==> config.mk <==
export PLATFORM = sky130hd
export DESIGN_NAME = turn_sequencer_flat
export DESIGN_NICKNAME = d
export VERILOG_FILES = /design/src/rtl/turn_sequencer_if.sv /design/src/rtl/turn_sequencer.sv /design/src/flat_wrapper.sv
export SDC_FILE = /design/constraint.sdc
export NUM_CORES = 1
export LEC_CHECK = 0
export ABC_AREA = 1
export BUFFER_PORTS_ARGS = -buffer_cell sky130_fd_sc_hd__buf_2
export CAP_MARGIN = 25
export CORE_MARGIN = 1
export CORE_UTILIZATION = 50
export CTS_BUF_LIST = sky130_fd_sc_hd__clkbuf_4 sky130_fd_sc_hd__clkbuf_8
export CTS_CLUSTER_DIAMETER = 50
export DETAILED_ROUTE_END_ITERATION = 8
export GPL_ROUTABILITY_DRIVEN = 0
export PLACE_DENSITY = 0.83
export REMOVE_ABC_BUFFERS = 1
export SLEW_MARGIN = 20
export SYNTH_ARGS = -nofsm -noshare
export SYNTH_HDL_FRONTEND = slang
export SYNTH_SLANG_ARGS = --single-unit
==> constraint.sdc <==
create_clock -name clk -period 1.35 [get_ports clk]
set_input_delay 0.0675 -clock clk [delete_from_list [all_inputs] [get_ports clk]]
set_output_delay 0.0675 -clock clk [all_outputs]
set_load 0.05 [all_outputs]
==> src/rtl/turn_sequencer_if.sv <==
`default_nettype none
// ============================================================================
// Module  : turn_sequencer_if
// Request, board-access and status bundle between a game controller and
// turn_sequencer.
// Rev     : 1.0
// ============================================================================
interface turn_sequencer_if #(
    parameter int SCORE_W = 4
);
    logic               place_req;
    logic               new_game;
    logic [2:0]         cursor_row;
    logic [2:0]         cursor_col;
    logic [1:0]         cell_state;
    logic               win_detect;

    logic               wr_en;
    logic [2:0]         wr_row;
    logic [2:0]         wr_col;
    logic [1:0]         wr_val;
    logic               board_clr;

    logic [1:0]         cur_player;
    logic [1:0]         winner;
    logic               game_over;
    logic               reject;
    logic               timeout;
    logic [4:0]         move_count;
    logic [SCORE_W-1:0] score_p1;
    logic [SCORE_W-1:0] score_p2;

    modport master (
        output place_req, new_game, cursor_row, cursor_col, cell_state, win_detect,
        input  wr_en, wr_row, wr_col, wr_val, board_clr,
        input  cur_player, winner, game_over, reject, timeout, move_count,
        input  score_p1, score_p2
    );

    modport slave (
        input  place_req, new_game, cursor_row, cursor_col, cell_state, win_detect,
        output wr_en, wr_row, wr_col, wr_val, board_clr,
        output cur_player, winner, game_over, reject, timeout, move_count,
        output score_p1, score_p2
    );
endinterface
`default_nettype wire

==> src/rtl/turn_sequencer.sv <==
`default_nettype none
// ============================================================================
// Module  : turn_sequencer
// Turn/move FSM for a 5x5 two-player board game with scores. Optional turn
// timer enabled by macro TURN_TIMEOUT_EN.
// Rev     : 1.0
// ============================================================================
module turn_sequencer #(
    parameter int SCORE_W        = 4,
    parameter int TIMEOUT_CYCLES = 1000
) (
    input  wire logic       clk,
    input  wire logic       rst_n,
    turn_sequencer_if.slave seq_io
);
    localparam logic [2:0] S_CLEAR     = 3'd0;
    localparam logic [2:0] S_WAIT_MOVE = 3'd1;
    localparam logic [2:0] S_WRITE     = 3'd2;
    localparam logic [2:0] S_CHECK     = 3'd3;
    localparam logic [2:0] S_DONE      = 3'd4;

    localparam logic [1:0] PLAYER1   = 2'b01;
    localparam logic [1:0] PLAYER2   = 2'b10;
    localparam logic [4:0] ALL_CELLS = 5'd25;

    if (TIMEOUT_CYCLES < 2) begin : g_timeout_range_check
        $error("turn_sequencer: TIMEOUT_CYCLES must be at least 2");
    end

    function automatic logic [1:0] other_player(input logic [1:0] p);
        return (p == PLAYER1) ? PLAYER2 : PLAYER1;
    endfunction

    logic [2:0]         state_q,  state_d;
    logic [1:0]         cur_q,    cur_d;
    logic [1:0]         start_q,  start_d;
    logic [2:0]         row_q,    row_d;
    logic [2:0]         col_q,    col_d;
    logic [4:0]         count_q,  count_d;
    logic [1:0]         winner_q, winner_d;
    logic               over_q,   over_d;
    logic               reject_q, reject_d;
    logic [SCORE_W-1:0] p1_q,     p1_d;
    logic [SCORE_W-1:0] p2_q,     p2_d;
    logic               w_move_ok;

`ifdef TURN_TIMEOUT_EN
    localparam int            TW    = $clog2(TIMEOUT_CYCLES);
    localparam logic [TW-1:0] TLAST = TW'(TIMEOUT_CYCLES - 1);
    logic [TW-1:0] tcnt_q, tcnt_d;
    logic          timeout_q, timeout_d;
`endif

    assign w_move_ok = (seq_io.cursor_row <= 3'd4) && (seq_io.cursor_col <= 3'd4)
                       && (seq_io.cell_state == 2'b00);

    always_comb begin
        state_d  = state_q;
        cur_d    = cur_q;
        start_d  = start_q;
        row_d    = row_q;
        col_d    = col_q;
        count_d  = count_q;
        winner_d = winner_q;
        over_d   = over_q;
        p1_d     = p1_q;
        p2_d     = p2_q;
        reject_d = 1'b0;
`ifdef TURN_TIMEOUT_EN
        // Holding zero outside WAIT_MOVE gives a fresh count on every entry.
        tcnt_d    = '0;
        timeout_d = 1'b0;
`endif
        if (seq_io.new_game) begin
            state_d  = S_CLEAR;
            start_d  = other_player(start_q);
            cur_d    = other_player(start_q);
            count_d  = '0;
            winner_d = 2'b00;
            over_d   = 1'b0;
        end else begin
            case (state_q)
                S_CLEAR: begin
                    count_d  = '0;
                    winner_d = 2'b00;
                    over_d   = 1'b0;
                    state_d  = S_WAIT_MOVE;
                end
                S_WAIT_MOVE: begin
                    if (seq_io.place_req && w_move_ok) begin
                        row_d   = seq_io.cursor_row;
                        col_d   = seq_io.cursor_col;
                        state_d = S_WRITE;
                    end else begin
                        reject_d = seq_io.place_req;
`ifdef TURN_TIMEOUT_EN
                        if (tcnt_q == TLAST) begin
                            timeout_d = 1'b1;
                            cur_d     = other_player(cur_q);
                        end else begin
                            tcnt_d = tcnt_q + 1'b1;
                        end
`endif
                    end
                end
                S_WRITE: begin
                    count_d = count_q + 5'd1;
                    state_d = S_CHECK;
                end
                S_CHECK: begin
                    if (seq_io.win_detect) begin
                        winner_d = cur_q;
                        over_d   = 1'b1;
                        state_d  = S_DONE;
                        if (cur_q == PLAYER1) begin
                            p1_d = (&p1_q) ? p1_q : p1_q + 1'b1;
                        end else begin
                            p2_d = (&p2_q) ? p2_q : p2_q + 1'b1;
                        end
                    end else if (count_q == ALL_CELLS) begin
                        winner_d = 2'b00;
                        over_d   = 1'b1;
                        state_d  = S_DONE;
                    end else begin
                        cur_d   = other_player(cur_q);
                        state_d = S_WAIT_MOVE;
                    end
                end
                S_DONE: begin
                    state_d = S_DONE;
                end
                default: begin
                    state_d = S_CLEAR;
                end
            endcase
        end
    end

    always_ff @(posedge clk) begin
        if (!rst_n) begin
            state_q  <= S_CLEAR;
            cur_q    <= PLAYER1;
            start_q  <= PLAYER1;
            row_q    <= '0;
            col_q    <= '0;
            count_q  <= '0;
            winner_q <= 2'b00;
            over_q   <= 1'b0;
            reject_q <= 1'b0;
            p1_q     <= '0;
            p2_q     <= '0;
        end else begin
            state_q  <= state_d;
            cur_q    <= cur_d;
            start_q  <= start_d;
            row_q    <= row_d;
            col_q    <= col_d;
            count_q  <= count_d;
            winner_q <= winner_d;
            over_q   <= over_d;
            reject_q <= reject_d;
            p1_q     <= p1_d;
            p2_q     <= p2_d;
        end
    end

`ifdef TURN_TIMEOUT_EN
    always_ff @(posedge clk) begin
        if (!rst_n) begin
            tcnt_q    <= '0;
            timeout_q <= 1'b0;
        end else begin
            tcnt_q    <= tcnt_d;
            timeout_q <= timeout_d;
        end
    end

    assign seq_io.timeout = timeout_q;
`else
    assign seq_io.timeout = 1'b0;
`endif

    // Strobes decode from state alone, so wr_en and board_clr are exclusive.
    assign seq_io.wr_en      = (state_q == S_WRITE);
    assign seq_io.board_clr  = (state_q == S_CLEAR);
    assign seq_io.wr_row     = row_q;
    assign seq_io.wr_col     = col_q;
    assign seq_io.wr_val     = cur_q;
    assign seq_io.cur_player = cur_q;
    assign seq_io.winner     = winner_q;
    assign seq_io.game_over  = over_q;
    assign seq_io.reject     = reject_q;
    assign seq_io.move_count = count_q;
    assign seq_io.score_p1   = p1_q;
    assign seq_io.score_p2   = p2_q;

endmodule
`default_nettype wire

==> src/flat_wrapper.sv <==
// flat-port wrapper written by rule: the top's interface ports become plain ports
module turn_sequencer_flat 
#(
    parameter int SCORE_W        = 4,
    parameter int TIMEOUT_CYCLES = 1000
)
  (clk, rst_n, seq_io_place_req, seq_io_new_game, seq_io_cursor_row, seq_io_cursor_col, seq_io_cell_state, seq_io_win_detect, seq_io_wr_en, seq_io_wr_row, seq_io_wr_col, seq_io_wr_val, seq_io_board_clr, seq_io_cur_player, seq_io_winner, seq_io_game_over, seq_io_reject, seq_io_timeout, seq_io_move_count, seq_io_score_p1, seq_io_score_p2);
  turn_sequencer_if #(.SCORE_W(SCORE_W)) seq_io_i ();
  input  wire logic clk;
  input  wire logic rst_n;
  input wire logic [$bits(seq_io_i.place_req)-1:0] seq_io_place_req;
  input wire logic [$bits(seq_io_i.new_game)-1:0] seq_io_new_game;
  input wire logic [$bits(seq_io_i.cursor_row)-1:0] seq_io_cursor_row;
  input wire logic [$bits(seq_io_i.cursor_col)-1:0] seq_io_cursor_col;
  input wire logic [$bits(seq_io_i.cell_state)-1:0] seq_io_cell_state;
  input wire logic [$bits(seq_io_i.win_detect)-1:0] seq_io_win_detect;
  output wire logic [$bits(seq_io_i.wr_en)-1:0] seq_io_wr_en;
  output wire logic [$bits(seq_io_i.wr_row)-1:0] seq_io_wr_row;
  output wire logic [$bits(seq_io_i.wr_col)-1:0] seq_io_wr_col;
  output wire logic [$bits(seq_io_i.wr_val)-1:0] seq_io_wr_val;
  output wire logic [$bits(seq_io_i.board_clr)-1:0] seq_io_board_clr;
  output wire logic [$bits(seq_io_i.cur_player)-1:0] seq_io_cur_player;
  output wire logic [$bits(seq_io_i.winner)-1:0] seq_io_winner;
  output wire logic [$bits(seq_io_i.game_over)-1:0] seq_io_game_over;
  output wire logic [$bits(seq_io_i.reject)-1:0] seq_io_reject;
  output wire logic [$bits(seq_io_i.timeout)-1:0] seq_io_timeout;
  output wire logic [$bits(seq_io_i.move_count)-1:0] seq_io_move_count;
  output wire logic [$bits(seq_io_i.score_p1)-1:0] seq_io_score_p1;
  output wire logic [$bits(seq_io_i.score_p2)-1:0] seq_io_score_p2;
  assign seq_io_i.place_req = seq_io_place_req;
  assign seq_io_i.new_game = seq_io_new_game;
  assign seq_io_i.cursor_row = seq_io_cursor_row;
  assign seq_io_i.cursor_col = seq_io_cursor_col;
  assign seq_io_i.cell_state = seq_io_cell_state;
  assign seq_io_i.win_detect = seq_io_win_detect;
  assign seq_io_wr_en = seq_io_i.wr_en;
  assign seq_io_wr_row = seq_io_i.wr_row;
  assign seq_io_wr_col = seq_io_i.wr_col;
  assign seq_io_wr_val = seq_io_i.wr_val;
  assign seq_io_board_clr = seq_io_i.board_clr;
  assign seq_io_cur_player = seq_io_i.cur_player;
  assign seq_io_winner = seq_io_i.winner;
  assign seq_io_game_over = seq_io_i.game_over;
  assign seq_io_reject = seq_io_i.reject;
  assign seq_io_timeout = seq_io_i.timeout;
  assign seq_io_move_count = seq_io_i.move_count;
  assign seq_io_score_p1 = seq_io_i.score_p1;
  assign seq_io_score_p2 = seq_io_i.score_p2;
  turn_sequencer #(.SCORE_W(SCORE_W), .TIMEOUT_CYCLES(TIMEOUT_CYCLES)) u_core (.clk(clk), .rst_n(rst_n), .seq_io(seq_io_i));
endmodule
==> results of run 1 <==
timing repair:
| action | CTS | global route |
|---|---|---|
| hold buffers | 1 | 0 |
| resized for setup | 4 | 10 |
| endpoints found under the hold margin | 1 | 0 |
| pin swaps | 0 | 2 |
| buffers inserted | 0 | 0 |
| setup endpoints to repair | 2 | 8 |
layer usage:
layer  global-route usage (%)  part of all wire [%]  up-vias  routed length [um]
li1                         -                     -      791                   -
met1                     24.6                    46      684                1480
met2                     35.9                    49       36                1580
met3                     6.12                   4.5        5                 146
met4                     8.71                   1.3        0                  41
met5                        0                     0        -                   0
metrics by stage:
| step | power (mW) | setup slack (ns) | cells | area [sq um] | hold WS [ns] |
|---|---|---|---|---|---|
| 2_1_floorplan | 1.15 | -0.457 | 210 | 1500 | 0.168 |
| 3_3_place_gp | 1.22 | 0.121 | 288 | 1780 | 0.313 |
| 3_5_place_dp | 1.23 | 0.0465 | 288 | 1780 | 0.316 |
| 4_1_cts | 1.89 | -0.0342 | 297 | 1880 | 0.0396 |
| 5_1_grt | 1.96 | 0.00503 | 297 | 1900 | 0.0528 |
| 6_report | 1.89 | 0.0754 | 297 | 1900 | 0.0330 |
cells in the final DEF, fill, tap and decap left out:
| master | Yosys | routed |
|---|---|---|
| sky130_fd_sc_hd__nand2_1 | 40 | 39 |
| sky130_fd_sc_hd__dlygate4sd3_1 | 0 | 1 |
| sky130_fd_sc_hd__nor2_4 | 3 | 3 |
| sky130_fd_sc_hd__dfxtp_1 | 30 | 27 |
| sky130_fd_sc_hd__clkbuf_8 | 0 | 3 |
| sky130_fd_sc_hd__nand2_2 | 3 | 4 |
| sky130_fd_sc_hd__nand3_2 | 3 | 5 |
| sky130_fd_sc_hd__nor2_1 | 33 | 33 |
| sky130_fd_sc_hd__clkbuf_4 | 0 | 5 |
| sky130_fd_sc_hd__dfxtp_2 | 0 | 3 |
| sky130_fd_sc_hd__nand3_1 | 19 | 17 |
| sky130_fd_sc_hd__inv_2 | 6 | 9 |
| sky130_fd_sc_hd__conb_1 | 1 | 1 |
| sky130_fd_sc_hd__ha_1 | 4 | 4 |
| sky130_fd_sc_hd__o21ai_2 | 2 | 2 |
| sky130_fd_sc_hd__buf_4 | 3 | 7 |
| sky130_fd_sc_hd__nor2_2 | 4 | 4 |
| sky130_fd_sc_hd__nor3_1 | 1 | 1 |
| sky130_fd_sc_hd__o31ai_4 | 1 | 1 |
| sky130_fd_sc_hd__xor2_1 | 2 | 2 |
| sky130_fd_sc_hd__nand4_1 | 9 | 9 |
| sky130_fd_sc_hd__o21ai_1 | 0 | 1 |
| sky130_fd_sc_hd__nor3b_2 | 0 | 1 |
| sky130_fd_sc_hd__or2_2 | 2 | 2 |
| sky130_fd_sc_hd__buf_6 | 2 | 1 |
| sky130_fd_sc_hd__inv_1 | 23 | 20 |
| sky130_fd_sc_hd__o21a_1 | 1 | 1 |
| sky130_fd_sc_hd__buf_2 | 0 | 39 |
| sky130_fd_sc_hd__a21oi_1 | 16 | 16 |
| sky130_fd_sc_hd__o21ai_0 | 6 | 5 |
report_power, final:
| group | internal [mW] | switching, mW |
|---|---|---|
| Sequential | 0.907 | 0.0207 |
| Combinational | 0.0844 | 0.209 |
| Clock | 0.355 | 0.312 |
| Total | 1.35 | 0.542 |
flip-flops by register name, summed over array words and instances (netlist names):
register and cells:
u_core.seq_io.move_count 5, u_core.seq_io.score_p1 4, u_core.seq_io.score_p2 4, u_core.seq_io.wr_col 3
u_core.seq_io.wr_row 3, u_core.state_q 3, u_core.seq_io.cur_player 2, u_core.seq_io.winner 2
u_core.start_q 2, u_core.seq_io.game_over 1, u_core.seq_io.reject 1
cell families (layout without fill, tap and decap cells):
| group | after synthesis | in the layout | share of synthesized area (%) |
|---|---|---|---|
| AND/OR/NAND/NOR | 118 | 118 | 36.2 |
| buffers and inverters | 34 | 85 | 9.99 |
| flip-flops | 30 | 30 | 39.0 |
| AO/OA/AOI/OAI | 26 | 26 | 10.2 |
| adder cells (fa/ha/maj) | 4 | 4 | 3.25 |
| XOR/XNOR | 2 | 2 | 1.14 |
| other | 1 | 1 | 0.243 |
how the worst max path moves through the flow:
stage / start / cells past startpoint / slack [ns] / to
floorplan: u_core.seq_io.cur_player[1] / 9 / -0.46 / u_core.seq_io.score_p2[0]
global placement: u_core.seq_io.score_p1[0] / 7 / 0.12 / u_core.seq_io.score_p1[1]
detailed placement: u_core.seq_io.score_p1[0] / 7 / 0.05 / u_core.seq_io.score_p1[2]
CTS: u_core.state_q[1] / 4 / -0.03 / seq_io_board_clr
global route: u_core.state_q[1] / 5 / 0.005 / u_core.seq_io.winner[1]
finish: u_core.state_q[1] / 4 / 0.08 / seq_io_board_clr
cell type report:
| cell class | count | area, sq um | share of cell area, % |
|---|---|---|---|
| well taps | 31 | 38.8 | 2.04 |
| flip-flops and latches | 30 | 604 | 31.8 |
| repair buffers | 48 | 269 | 14.1 |
| clock buffers | 8 | 78.8 | 4.14 |
| multi-input cells | 151 | 803 | 42.2 |
| inverters | 29 | 109 | 5.72 |
critical path: stages, from the launching register on:
cell and delay, ns:
sky130_fd_sc_hd__dfxtp_1 0.43, sky130_fd_sc_hd__inv_2 0.08, sky130_fd_sc_hd__nand3_2 0.13, sky130_fd_sc_hd__inv_1 0.05, sky130_fd_sc_hd__buf_4 0.18
==> reports/results.tsv, run 1 <==
metric	value	unit
first_pass_grt_wire_length	5.38	mm
cts-root-buf	sky130_fd_sc_hd__clkbuf_4	
status	finished, violations left	
detailedRoute.firstPassIterationCount	6	
post-route-min-period	1.27	ns
hp-start	rst_n	
nets	282	
reg2reg_depth	6	
drt_wl_cell	10.9	um
layout_worst_path_cycle_share	94.4	%
route.detailed.vias_per_inst	5.10	
initialDrtViolationCount	49	
asr_flop_ratio_synth	0	%
timing.critical_path.arrival	1.21	ns
synthesis.area	0.00154	sq mm
cts_buffers	5	
hold_path.class	input port to flop	
die_area	0.00331	sq mm
flow.area_growth_from_synthesis	23.6	%
route.vias.total	1516	
clkLatencyLatePin	0.34	ns
max-vdd-ir-drop	0.591	mV
synth_warnings	0	
synth_edf_count	0	
timing.setup.tns	0	ns
synth_top_area_share	39.0	%
reg2reg_slack	0.09	ns
detailedPlacementHpwl	2.46	mm
grt_start_max_net_pins	12	
synth_sequential_area_ratio	39.0	%
synth_top_flop_cell	sky130_fd_sc_hd__dfxtp_1	
violations	design-rule violations	
gr_overflow_total	0	
initial_core_utilization	54.4	%
achievable-frequency	785	MHz
cap_viol_max_count	0	
postRouteAntennaNets	0	
detail_route.drc_violations	2	
total_of_endpoints_with_negative_setup_slack_in_the_final_report	0	
layout-drive-gt1-share	33.5	%
h-tree-depth	2	
critical_path_class	flop to output pin	
routed_wire_length	3.25	mm
cts.reportedPaths.clkPinSlew	0.09	ns
antenna_found_initial	0	
final_util	67.3	%
grt_pass1_vias	1343	
io_buffer_count	41	
clock_skew	0.00627	ns
yosysTopAreaCell	sky130_fd_sc_hd__dfxtp_1	
setup.worst_path.start_class	flop	
power_leakage	0.934	nW
num_io_pins	43	
critPathRequiredTime	1.28	ns
track_usage	21.0	%
synth_area_leaders	sky130_fd_sc_hd__dfxtp_1 39%, sky130_fd_sc_hd__nand2_1 9.7%, sky130_fd_sc_hd__nor2_1 8.0%	
synth.most_common_cell	sky130_fd_sc_hd__nand2_1	
synth_top_cells_by_count	40 x sky130_fd_sc_hd__nand2_1, 33 x sky130_fd_sc_hd__nor2_1, 30 x sky130_fd_sc_hd__dfxtp_1, 23 x sky130_fd_sc_hd__inv_1, 19 x sky130_fd_sc_hd__nand3_1	
max-clock-path-buffers	2	
timing.final.max_slew_violations	0	
timing.final.hold_violations	0	
cts_tree	built	
grt_setup_unrepaired	false	
die_width	57.5	um
core_region	0.00283	sq mm
antenna_cells	0	
r2r-start	u_core.seq_io.score_p1[0]	
timing.hold.worst_endpoint	u_core.seq_io.score_p1[0]	
cell_count_after_synthesis	215	
fillCellCount	250	
rr_endpoint	u_core.seq_io.score_p1[2]	
fp-row-count	19	
crit_fanout	6	
synth.lib_cells_used.distinct	24	
synthesis.area_per_instance	7.16	sq um
die_height	57.5	um
cellPowerDensity	993	mW/mm^2
clock_sink_count	30	
min_path_cells	3	
synth.ff_latch_count	30	
end_kind	output pin	
(Power assumes the default switching activity.)
==> run 2, diff against run 1 <==
PLACE_DENSITY = 0.77   (was 0.83)
==> run 2 against run 1 <==
  * The flow still finishes with violations (design-rule violations)
  * Wire length is 4.2% lower
  * Non-clock buffer count grew 1
  * First-iteration DRC count is 4.1% higher
  * Critical path type unchanged
  * Critical endpoint unchanged
==> reports/results.tsv, run 2 (synthesis results as in run 1) <==
metric	value	unit	change
first_pass_grt_wire_length	5.32	mm	-1.2%
clkLatencyLatePin	0.33	ns	about the same
layout_common_cells	39 x sky130_fd_sc_hd__nand2_1, 39 x sky130_fd_sc_hd__buf_2, 33 x sky130_fd_sc_hd__nor2_1		
detailedPlacementHpwl	2.29	mm	-6.8%
core_region	0.00283	sq mm	unchanged
cap_viol_max_count	0		unchanged
initial_core_utilization	54.4	%	unchanged
die_height	57.5	um	unchanged
layout_worst_path_cycle_share	97.5	%	+3.1 points
num_io_pins	43		unchanged
timing.final.hold_violations	0		unchanged
cellPowerDensity	987	mW/mm^2	-0.61%
die_area	0.00331	sq mm	unchanged
flow.area_growth_from_synthesis	25.1	%	
fp-row-count	19		unchanged
cts_tree	built		
crit_start	u_core.state_q[1]		
critPathRequiredTime	1.28	ns	about the same
antenna_cells	0		unchanged
crit_fanout	6		unchanged
grt_start_max_net_pins	12		unchanged
end_kind	output pin		
total_of_endpoints_with_negative_setup_slack_in_the_final_report	0		unchanged
route.detailed.vias_per_inst	4.98		-2.4%
critical_path_class	flop to output pin		
h-tree-depth	2		unchanged
groute.layer.met3.usage	6.12	%	unchanged
worst_hold_check_slack	0.0614	ns	+0.0284 ns
hold_path.class	input port to flop		
gr-usage-met2	33.6	%	-2.3 points
achievable-frequency	760	MHz	-3.2%
grt_pass1_vias	1271		-5.4%
layout-drive-gt1-share	33.3	%	-0.13 points
max-vdd-ir-drop	0.655	mV	+11%
nets	283		+0.35%
timing.critical_path.arrival	1.25	ns	+0.04 ns
drt_wl_cell	10.5	um	-4.5%
clock_skew	0.00408	ns	-0.00219 ns
initialDrtViolationCount	51		+4.1%
globalRoute.busiestLayer	met2		
grt_setup_unrepaired	true		
detailedRoute.firstPassIterationCount	6		unchanged
detail_route.drc_violations	2		unchanged
die_width	57.5	um	unchanged
gr_overflow_total	0		unchanged
timing.final.max_slew_violations	0		unchanged
routed_wire_length	3.12	mm	-4.2%
timing.setup.tns	0	ns	unchanged
cts.reportedPaths.clkPinSlew	0.10	ns	about the same
max-clock-path-buffers	2		unchanged
status	finished, violations left		
track_usage	20.9	%	-0.17 points
route.vias.total	1484		-2.1%
io_buffer_count	41		unchanged
violations	design-rule violations		
cts_buffers	5		unchanged
largest_register_ff_count	5		unchanged
postRouteAntennaNets	0		unchanged
preCtsSetupSlack	0.0775	ns	+0.0310 ns
r2r-start	u_core.seq_io.score_p1[0]		
post-route-min-period	1.32	ns	+0.0418 ns
clock_sink_count	30		unchanged
grtUsageMet1	26.2	%	+1.6 points
antenna_found_initial	0		unchanged
power_leakage	0.935	nW	+0.21%
cts-root-buf	sky130_fd_sc_hd__clkbuf_4		
setup_ws	0.0336	ns	-0.0418 ns
hp-start	rst_n		
setup.worst_path.start_class	flop		
run 2: cell type report:
type / count / area (sq um)
Inverter: 29 / 109
Tap cell: 31 / 38.8
Sequential cell: 30 / 606
Fill cell: 260 / 902
Multi-Input combinational cell: 151 / 806
Timing Repair Buffer: 49 / 289
Clock buffer: 8 / 78.8
run 2: routing by layer:
| metal | part of all wire, % | wire (um) |
|---|---|---|
| met5 | 0 | 0 |
| met1 | 50 | 1560 |
| met3 | 5.0 | 155 |
| met4 | 1.6 | 50 |
| met2 | 43 | 1350 |
run 2: worst paths after layout:
check / endpoint / slack [ns] / depth (start not counted)
worst min register to register: u_core.seq_io.game_over / 0.47 / 2
worst max-delay path: seq_io_board_clr / 0.03 / 4
worst min-delay path: u_core.seq_io.score_p2[2] / 0.06 / 3
worst max register to register: u_core.seq_io.score_p1[1] / 0.12 / 7
run 2: worst max-delay path, stage by stage, from the launching register on:
cell and delay (ns):
sky130_fd_sc_hd__dfxtp_1 0.36, sky130_fd_sc_hd__inv_1 0.13, sky130_fd_sc_hd__nand3_2 0.16, sky130_fd_sc_hd__inv_1 0.08, sky130_fd_sc_hd__buf_4 0.19
run 2: power breakdown:
group / switching, mW / total [mW] / internal, mW
logic: 0.209 / 0.301 / 0.0921
clock network: 0.318 / 0.674 / 0.356
registers: 0.0212 / 0.926 / 0.905
total: 0.548 / 1.90 / 1.35
run 2: through the flow:
stage               instance area, sq um  power (mW)  utilization (%)  cells
floorplan                           1500        1.15                -    210
global placement                    1780        1.23             63.1    288
detailed placement                  1780        1.24             63.1    288
CTS                                 1880        1.91             66.4    297
global route                        1930        1.99             68.1    298
finish                              1930        1.90             68.1    298
run 2: what timing repair did:
action | 4_1_cts | 5_1_grt
buffers inserted | 0 | 1
hold endpoints to repair | 1 | 0
gates resized for setup | 3 | 10
hold buffers | 1 | 0
pin swaps | 0 | 3
setup endpoints to repair | 2 | 11
